===== src/rtl/instr_fetch_pkg.sv =====
// Shared types and constants for the instruction fetch block.
// FSM state encodings live here so the top and any bench can agree on them.
package instr_fetch_pkg;

    typedef logic [2:0] state_t;

    localparam state_t S_IDLE = 3'd0;
    localparam state_t S_REQ  = 3'd1;
    localparam state_t S_WAIT = 3'd2;
    localparam state_t S_HOLD = 3'd3;
    localparam state_t S_DROP = 3'd4;

    localparam int WIDTH_DEFAULT  = 32;
    localparam int BYTES_PER_WORD = WIDTH_DEFAULT / 8;

endpackage


===== src/rtl/instr_fetch_out_reg.sv =====
// Valid/ready holding register between fetch and decode.
// A load takes priority over a same-cycle consume so a new entry is never lost.
module instr_fetch_out_reg
    import instr_fetch_pkg::*;
#(
    parameter int WIDTH = WIDTH_DEFAULT
)
(
    input  logic             clk,
    input  logic             reset,
    input  logic             i_clear,
    input  logic             i_load,
    input  logic [WIDTH-1:0] i_instr,
    input  logic [WIDTH-1:0] i_pc,
    input  logic             i_misalign,
    input  logic             i_ready,
    output logic             o_valid,
    output logic [WIDTH-1:0] o_instr,
    output logic [WIDTH-1:0] o_pc,
    output logic             o_misalign
);

    logic             r_valid;
    logic [WIDTH-1:0] r_instr;
    logic [WIDTH-1:0] r_pc;
    logic             r_misalign;

    always_ff @(posedge clk) begin
        if (reset) begin
            r_valid    <= 1'b0;
            r_instr    <= '0;
            r_pc       <= '0;
            r_misalign <= 1'b0;
        end else if (i_clear) begin
            r_valid <= 1'b0;
        end else if (i_load) begin
            r_valid    <= 1'b1;
            r_instr    <= i_instr;
            r_pc       <= i_pc;
            r_misalign <= i_misalign;
        end else if (r_valid && i_ready) begin
            r_valid <= 1'b0;
        end
    end

    assign o_valid    = r_valid;
    assign o_instr    = r_instr;
    assign o_pc       = r_pc;
    assign o_misalign = r_misalign;

endmodule


===== src/rtl/instr_fetch.sv =====
// Single-outstanding instruction fetch FSM with flush and decode backpressure.
// Optional misaligned-pc trap path enabled by INSTR_FETCH_ALIGN_CHECK_EN.
//
// state | meaning
// IDLE  | waiting for a pc, pc_ready high
// REQ   | request presented, waiting for grant
// WAIT  | granted, waiting for read data
// HOLD  | instruction presented to decode, waiting for instr_ready
// DROP  | flushed with a response still outstanding; swallow it
module instr_fetch
    import instr_fetch_pkg::*;
#(
    parameter int WIDTH = WIDTH_DEFAULT
)
(
    input  logic             clk,
    input  logic             reset,
    input  logic [WIDTH-1:0] i_pc,
    input  logic             i_pc_valid,
    output logic             o_pc_ready,
    input  logic             i_flush,
    output logic             o_imem_req,
    output logic [WIDTH-1:0] o_imem_addr,
    input  logic             i_imem_gnt,
    input  logic             i_imem_rvalid,
    input  logic [WIDTH-1:0] i_imem_rdata,
    output logic             o_instr_valid,
    output logic [WIDTH-1:0] o_instr,
    output logic [WIDTH-1:0] o_instr_pc,
    input  logic             i_instr_ready,
    output logic             o_misalign
);

    state_t           r_state;
    state_t           w_next_state;
    logic [WIDTH-1:0] r_addr;

    logic             w_accept;
    logic             w_capture;
    logic             w_load;
    logic             w_clear;
    logic             w_misaligned;
    logic             w_load_mis;
    logic [WIDTH-1:0] w_load_instr;
    logic [WIDTH-1:0] w_load_pc;

`ifdef INSTR_FETCH_ALIGN_CHECK_EN
    localparam int               BPW        = WIDTH / 8;
    localparam logic [WIDTH-1:0] ALIGN_MASK = WIDTH'(BPW - 1);
    assign w_misaligned = (i_pc & ALIGN_MASK) != '0;
`else
    assign w_misaligned = 1'b0;
`endif

    // Flush wins over everything, including a pending decode handshake.
    assign o_pc_ready = !reset && !i_flush &&
                        ((r_state == S_IDLE) || ((r_state == S_HOLD) && i_instr_ready));
    assign w_accept    = i_pc_valid && o_pc_ready;
    assign o_imem_req  = !reset && (r_state == S_REQ);
    assign o_imem_addr = r_addr;

    always_comb begin
        w_next_state = r_state;
        w_capture    = 1'b0;
        w_load       = 1'b0;
        w_clear      = 1'b0;
        w_load_mis   = 1'b0;
        w_load_instr = i_imem_rdata;
        w_load_pc    = r_addr;

        case (r_state)
            S_IDLE: begin
                if (i_flush) w_clear = 1'b1;
            end
            S_REQ: begin
                if (i_flush)         w_next_state = i_imem_gnt ? S_DROP : S_IDLE;
                else if (i_imem_gnt) w_next_state = S_WAIT;
            end
            S_WAIT: begin
                if (i_flush) begin
                    w_next_state = i_imem_rvalid ? S_IDLE : S_DROP;
                end else if (i_imem_rvalid) begin
                    w_load       = 1'b1;
                    w_next_state = S_HOLD;
                end
            end
            S_HOLD: begin
                if (i_flush) begin
                    w_clear      = 1'b1;
                    w_next_state = S_IDLE;
                end else if (i_instr_ready) begin
                    w_next_state = S_IDLE;
                end
            end
            S_DROP: begin
                if (i_imem_rvalid) w_next_state = S_IDLE;
            end
            default: w_next_state = S_IDLE;
        endcase

        // Accepting a pc from IDLE or from a HOLD handshake is handled in one place.
        if (w_accept) begin
            w_capture    = 1'b1;
            w_next_state = S_REQ;
            if (w_misaligned) begin
                w_load       = 1'b1;
                w_load_instr = '0;
                w_load_pc    = i_pc;
                w_load_mis   = 1'b1;
                w_next_state = S_HOLD;
            end
        end
    end

    always_ff @(posedge clk) begin
        if (reset) begin
            r_state <= S_IDLE;
            r_addr  <= '0;
        end else begin
            r_state <= w_next_state;
            if (w_capture) r_addr <= i_pc;
        end
    end

    instr_fetch_out_reg #(
        .WIDTH (WIDTH)
    ) u_out_reg (
        .clk        (clk),
        .reset      (reset),
        .i_clear    (w_clear),
        .i_load     (w_load),
        .i_instr    (w_load_instr),
        .i_pc       (w_load_pc),
        .i_misalign (w_load_mis),
        .i_ready    (i_instr_ready),
        .o_valid    (o_instr_valid),
        .o_instr    (o_instr),
        .o_pc       (o_instr_pc),
        .o_misalign (o_misalign)
    );

endmodule


===== config.mk =====
export PLATFORM = sky130hd
export DESIGN_NAME = instr_fetch
export DESIGN_NICKNAME = d
export VERILOG_FILES = /design/src/rtl/instr_fetch_pkg.sv /design/src/rtl/instr_fetch_out_reg.sv /design/src/rtl/instr_fetch.sv
export SDC_FILE = /design/constraint.sdc
export NUM_CORES = 1
export LEC_CHECK = 0
export ABC_AREA = 1
export CORE_MARGIN = 3
export CORE_UTILIZATION = 44
export DETAILED_ROUTE_END_ITERATION = 16
export PLACE_DENSITY = 0.81
export SETUP_SLACK_MARGIN = 0.4
export SLEW_MARGIN = 20
export SYNTH_ARGS = -nofsm -noshare
export SYNTH_HDL_FRONTEND = slang
export SYNTH_HIERARCHICAL = 1
export SYNTH_SLANG_ARGS = --single-unit

===== constraint.sdc =====
create_clock -name clk -period 2.25 [get_ports clk]
set_clock_uncertainty 0.05 [all_clocks]
set_input_delay 0.3375 -clock clk [delete_from_list [all_inputs] [get_ports clk]]
set_output_delay 0.3375 -clock clk [all_outputs]
set_load 0.02 [all_outputs]

==> results.yml, run 1 <==
setup_path:
  path_class: "register to output port"
  endpoint_kind: "output port"
  crit_required_ns: 1.86
  critPathMaxFanout: 4
  reg2reg_depth: 8
  arrival_ns: 1.40
  start_kind: "register"
power:
  report.power.total_mw: 3.407
  ir_drop_mv: 0.3055
  p_leak_nw: 2.803
  power_density_nw_per_um2: 532.0
die:
  start_util_pct: 46.49
  die-area_um2: 11230
  die_y_um: 106.0
  core_um2: 9459
  row_count: 35
  num_io_pins: 171
  die_w_um: 106.0
clocking:
  clk_pin_slew_worst_paths_ns: 0.09
  cts_num_sinks: 101
  cts_setup_buffers: 0
  cts_buffer_depth: 2
  htreeDepth: 3
  clock-root-buffer: "clkbuf_8"
  cts_buffers: 9
  cts_tree: "done"
  clk_latency_ns: 0.36
worst_hold_path:
  whs_path_depth: 2
  hold_path_class: "register to register"
grt:
  grt_pass1_wl_mm: 19.23
  antenna_found_initial: 0
  grt.overflow.total: 0
  grt_max_degree: 67
  grt_util_all_layers_pct: 20.87
  grt_pass1_vias: 4127
synthesis:
  synth-seq-area-share_pct: 45.97
  ys_types: 19
  synth_nets: 751
  yosysWarningCount: 6
  ys_seq_elements: 101
  netlist_area_um2: 4398
  synth_area_per_cell_um2: 6.468
  synth_cells: 680
run:
  max_cap_viol_count: 0
route:
  routed_wl_mm: 11.89
  drc_errors: 0
  first_pass_iters: 5
  ant_nets: 0
  drt-wirelength-per-cell_um: 12.29
  drt_iter0_drc: 159
  vias: 4464
  vias_per_cell: 4.616
sta:
  fin_crit_sh_pct: 79.42
  timing.final.ws_setup_ns: 0.4631
  rsz0062_at_grt: "true"
  maxSlewViolCount: 0
  setup_viol: 0
  fmax_mhz: 559.6
  fin_crit_ns: 1.787
  hold_viol: 0
  holdWs_ns: 0.4380
  fin_tns_setup_ns: 0
final_layout:
  finalInstanceArea_um2: 6404
  antennaDiodeCount: 0
  final_nets: 906
  syn_to_final_growth_pct: 45.60
  drive_above_1_share_pct: 4.535
place:
  dp_slack_ns: 0.1237
  io_buffers: 170
  place_area_um2: 6213
  hpwl_mm: 8.384
  place.gp.congestion: 0.8357
status:
  outcome: "complete, no violations"
## where the power goes
part,total (mW),leakage [nW],internal [mW],switching [mW]
clock network,1.11,0.0838,0.506,0.605
registers,1.84,0.818,1.82,0.0240
logic,0.454,1.90,0.231,0.224
total,3.41,2.80,2.55,0.853
## Yosys cell counts
| cell | count | area (µm²) |
|---|---|---|
| clkbuf_1 | 7 | 26.28 |
| nand3_1 | 69 | 345.3 |
| nand3_2 | 1 | 10.01 |
| nor3_1 | 1 | 5.000 |
| inv_1 | 106 | 397.9 |
| buf_1 | 2 | 7.510 |
| nand2_1 | 143 | 536.8 |
| o21ai_0 | 3 | 15.01 |
| buf_2 | 22 | 110.1 |
| buf_6 | 7 | 78.83 |
| nor2_2 | 2 | 12.51 |
| a21oi_1 | 5 | 25.02 |
| inv_2 | 2 | 7.510 |
| buf_4 | 1 | 7.510 |
| conb_1 | 1 | 3.750 |
| a21boi_0 | 2 | 15.01 |
| dfxtp_1 | 101 | 2022 |
| nor2_1 | 204 | 765.7 |
| and2_1 | 1 | 6.260 |
## layout by cell type, fill, tap and decap left out, types with 2 or more instances in the layout
cell type,netlist,final
inv_2,2,3
buf_4,1,7
o21ai_0,3,3
nor2_1,204,204
buf_12,0,6
clkdlybuf4s50_1,0,168
dfxtp_2,0,2
inv_1,106,105
clkinvlp_4,0,3
dfxtp_1,101,99
a21oi_1,5,5
clkbuf_8,0,9
a21boi_1,0,2
nand3_1,69,69
nand2_1,143,143
## worst paths after layout
path / start / endpoint / slack [ns]
min reg2reg: u_out_reg/o_pc[24] / u_out_reg/o_pc[24] / 0.44
max: r_state[0] / o_imem_req / 0.46
max reg2reg: r_state[2] / u_out_reg/o_pc[31] / 0.54
min: u_out_reg/o_pc[24] / u_out_reg/o_pc[24] / 0.44
## stage by stage
stage	cells	utilization, %
after floorplan	680	-
after global placement	953	65.69
after detailed placement	953	65.69
after CTS	967	67.62
after global routing	967	67.70
final	967	67.70
## state kept, by name, indices dropped and copies added, names as in the netlist
name,count
o_imem_addr,32
u_out_reg/o_instr,32
u_out_reg/o_pc,32
r_state,3
u_out_reg/o_misalign,1
u_out_reg/o_valid,1
## area by class of cell
class	instances	area [µm²]
Clock buffer	9	123.9
Multi-Input combinational cell	432	1757
Inverter	108	405.4
Tap cell	129	161.4
Sequential cell	101	2024
Fill cell	807	3055
Clock inverter	5	61.31
Timing Repair Buffer	183	1871
## logic make-up after synthesis
family	share of synthesized area (%)
AO/OA/AOI/OAI	1.251
buffers and inverters	14.45
flip-flops	45.97
other	0.08527
AND/OR/NAND/NOR	38.24
## metal layers
| metal | GRT usage, % | routed length [µm] | vias up | part of all wire [%] |
|---|---|---|---|---|
| li1 | - | - | 2291 | - |
| met1 | 24.10 | 4896 | 1986 | 41 |
| met2 | 36.16 | 5699 | 171 | 48 |
| met3 | 7.650 | 1081 | 16 | 9.1 |
| met4 | 6.198 | 211 | 0 | 1.8 |
| met5 | 0 | 0 | - | 0 |
## what timing repair did
item / in CTS / in global routing
hold buffers: 0 / 0
resized for setup: 9 / 4
setup endpoints to repair: 2 / 33
## worst max-delay path, stage by stage, from the launching register on
cell,delay (ns)
dfxtp_2,0.37
inv_1,0.05
nor2_1,0.15
nand2_1,0.09
nor2_1,0.11
clkdlybuf4s15_2,0.28
No activity file was read; power rests on OpenSTA's default activity.
==> run 2: changes to the inputs <==
- clock period: 2.25 -> 1.9 ns (I/O delays scaled with it)
==> run 2 against run 1 <==
  * Total power grew 24%
  * Flip-flop and latch count stayed put
  * Register-to-register slack got worse by 0.35 ns
==> results.yml, run 2 (synthesis gave the netlist of run 1 again) <==
final_layout:
  drive_above_1_share_pct: 11.09
  final_core_util_pct: 74.46
  final_nets: 932
  final_cell_mix: "nor2_1, nand2_1, inv_1"
  antennaDiodeCount: 0
  finalInstanceArea_um2: 7043
  stdcell_count: 995
  mostFrequentLayoutCell: "nor2_1"
  syn_to_final_growth_pct: 60.14
setup_path:
  critPathMaxFanout: 13
  path_class: "register to register"
  start_kind: "register"
  worstPathCellList: "nor2_4, nand2_2, nor3_4, inv_2, nor2_4, buf_12, clkbuf_16, nor2_1, nor2_1"
  cp_top_family: "simple AND/OR/NAND/NOR gates"
  endpoint_kind: "register"
  slowest_delay_ns: 0.39
  crit_required_ns: 2.13
  timing.critical_path.buf_inv: 3
  slowest_stage: "dfxtp_4"
  arrival_ns: 1.94
clocking:
  cts_buffers: 9
  clk_latency_ns: 0.35
  htreeDepth: 3
  cts_buffer_depth: 2
  clk_pin_slew_worst_paths_ns: 0.10
  cts-hold-fix-buffers: 0
  clock-root-buffer: "clkbuf_8"
  cts_num_sinks: 101
  cts_tree: "done"
status:
  outcome: "complete, no violations"
route:
  drt_iter0_drc: 168
  vias_per_cell: 4.754
  ant_nets: 0
  first_pass_iters: 5
  drc_errors: 0
  vias: 4730
  routed_wl_mm: 14.08
  drt-wirelength-per-cell_um: 14.15
run:
  max_cap_viol_count: 0
die:
  row_count: 35
  die-area_um2: 11230
  die_w_um: 106.0
  core_um2: 9459
  die_y_um: 106.0
  start_util_pct: 46.49
  num_io_pins: 171
sta:
  fmax_mhz: 584.9
  fin_crit_ns: 1.710
  setup_viol: 0
  rsz0062_at_grt: "true"
  hold_viol: 0
  fin_tns_setup_ns: 0
  maxSlewViolCount: 0
  timing.final.ws_setup_ns: 0.1904
  fin_crit_sh_pct: 89.98
  holdWs_ns: 0.4258
place:
  dp_slack_ns: -0.1011
  place_inst: 962
  io_buffers: 170
  place_area_um2: 6300
  hpwl_mm: 8.891
  place.gp.congestion: 0.8420
grt:
  antenna_found_initial: 0
  grt_pass1_wl_mm: 20.12
  grt_pass1_vias: 4353
  grt.overflow.total: 0
  grt_util_all_layers_pct: 21.71
  grt_max_degree: 56
worst_hold_path:
  hold_path_class: "register to register"
power:
  power_density_nw_per_um2: 601.9
  clkPwrFrac_pct: 34.7
  report.power.total_mw: 4.239
  ir_drop_mv: 0.4028
  power_frac_comb_pct: 13.9
  switchingPower_mw: 1.048
  p_leak_nw: 4.207
  internal-power_mw: 3.191
  seqPwrFrac_pct: 51.4
  sw_frac_of_total_pct: 24.72
-- run 2: cell type report --
| class | instances | area (µm²) |
|---|---|---|
| clock buffers | 11 | 131.4 |
| multi-input cells | 433 | 1906 |
| well taps | 129 | 161.4 |
| repair buffers | 208 | 2325 |
| flip-flops and latches | 101 | 2031 |
| clock inverters | 5 | 83.83 |
| inverters | 108 | 405.4 |
| fillers | 740 | 2416 |
-- run 2: final timing paths --
kind / startpoint / end / slack (ns) / cells past startpoint
max reg2reg: r_state[0] / u_out_reg/o_instr[8] / 0.19 / 9
min: u_out_reg/o_valid / u_out_reg/o_valid / 0.43 / 2
max: r_state[0] / u_out_reg/o_instr[8] / 0.19 / 9
min reg2reg: u_out_reg/o_valid / u_out_reg/o_valid / 0.43 / 2
-- run 2: timing repair --
| item | 4_1_cts | 5_1_grt |
|---|---|---|
| cloned | 0 | 11 |
| endpoints found under the setup margin | 200 | 153 |
| setup buffers | 2 | 4 |
| gates resized for setup | 61 | 102 |
| pin swaps | 1 | 15 |
-- run 2: tightest hold or removal path, stage by stage (launching register included) --
cell and delay, ns:
dfxtp_1 0.33, nand2_1 0.06, a21oi_1 0.05
-- run 2: power by group through the flow --
stage / clock network, mW / logic [mW] / registers [mW]
after floorplan: 0 / 0.209 / 2.27
after detailed placement: 0 / 0.538 / 2.23
after CTS: 1.50 / 0.516 / 2.18
after global routing: 1.59 / 0.643 / 2.19
after global placement: 0 / 0.529 / 2.23
final: 1.47 / 0.588 / 2.18
-- run 2: layer usage --
metal | vias up | part of all wire [%] | GRT usage [%]
met5 | - | 0 | 0
met4 | 0 | 1.6 | 7.031
met3 | 20 | 8.5 | 6.436
met2 | 197 | 51 | 37.57
met1 | 2152 | 39 | 25.83
li1 | 2361 | - | -
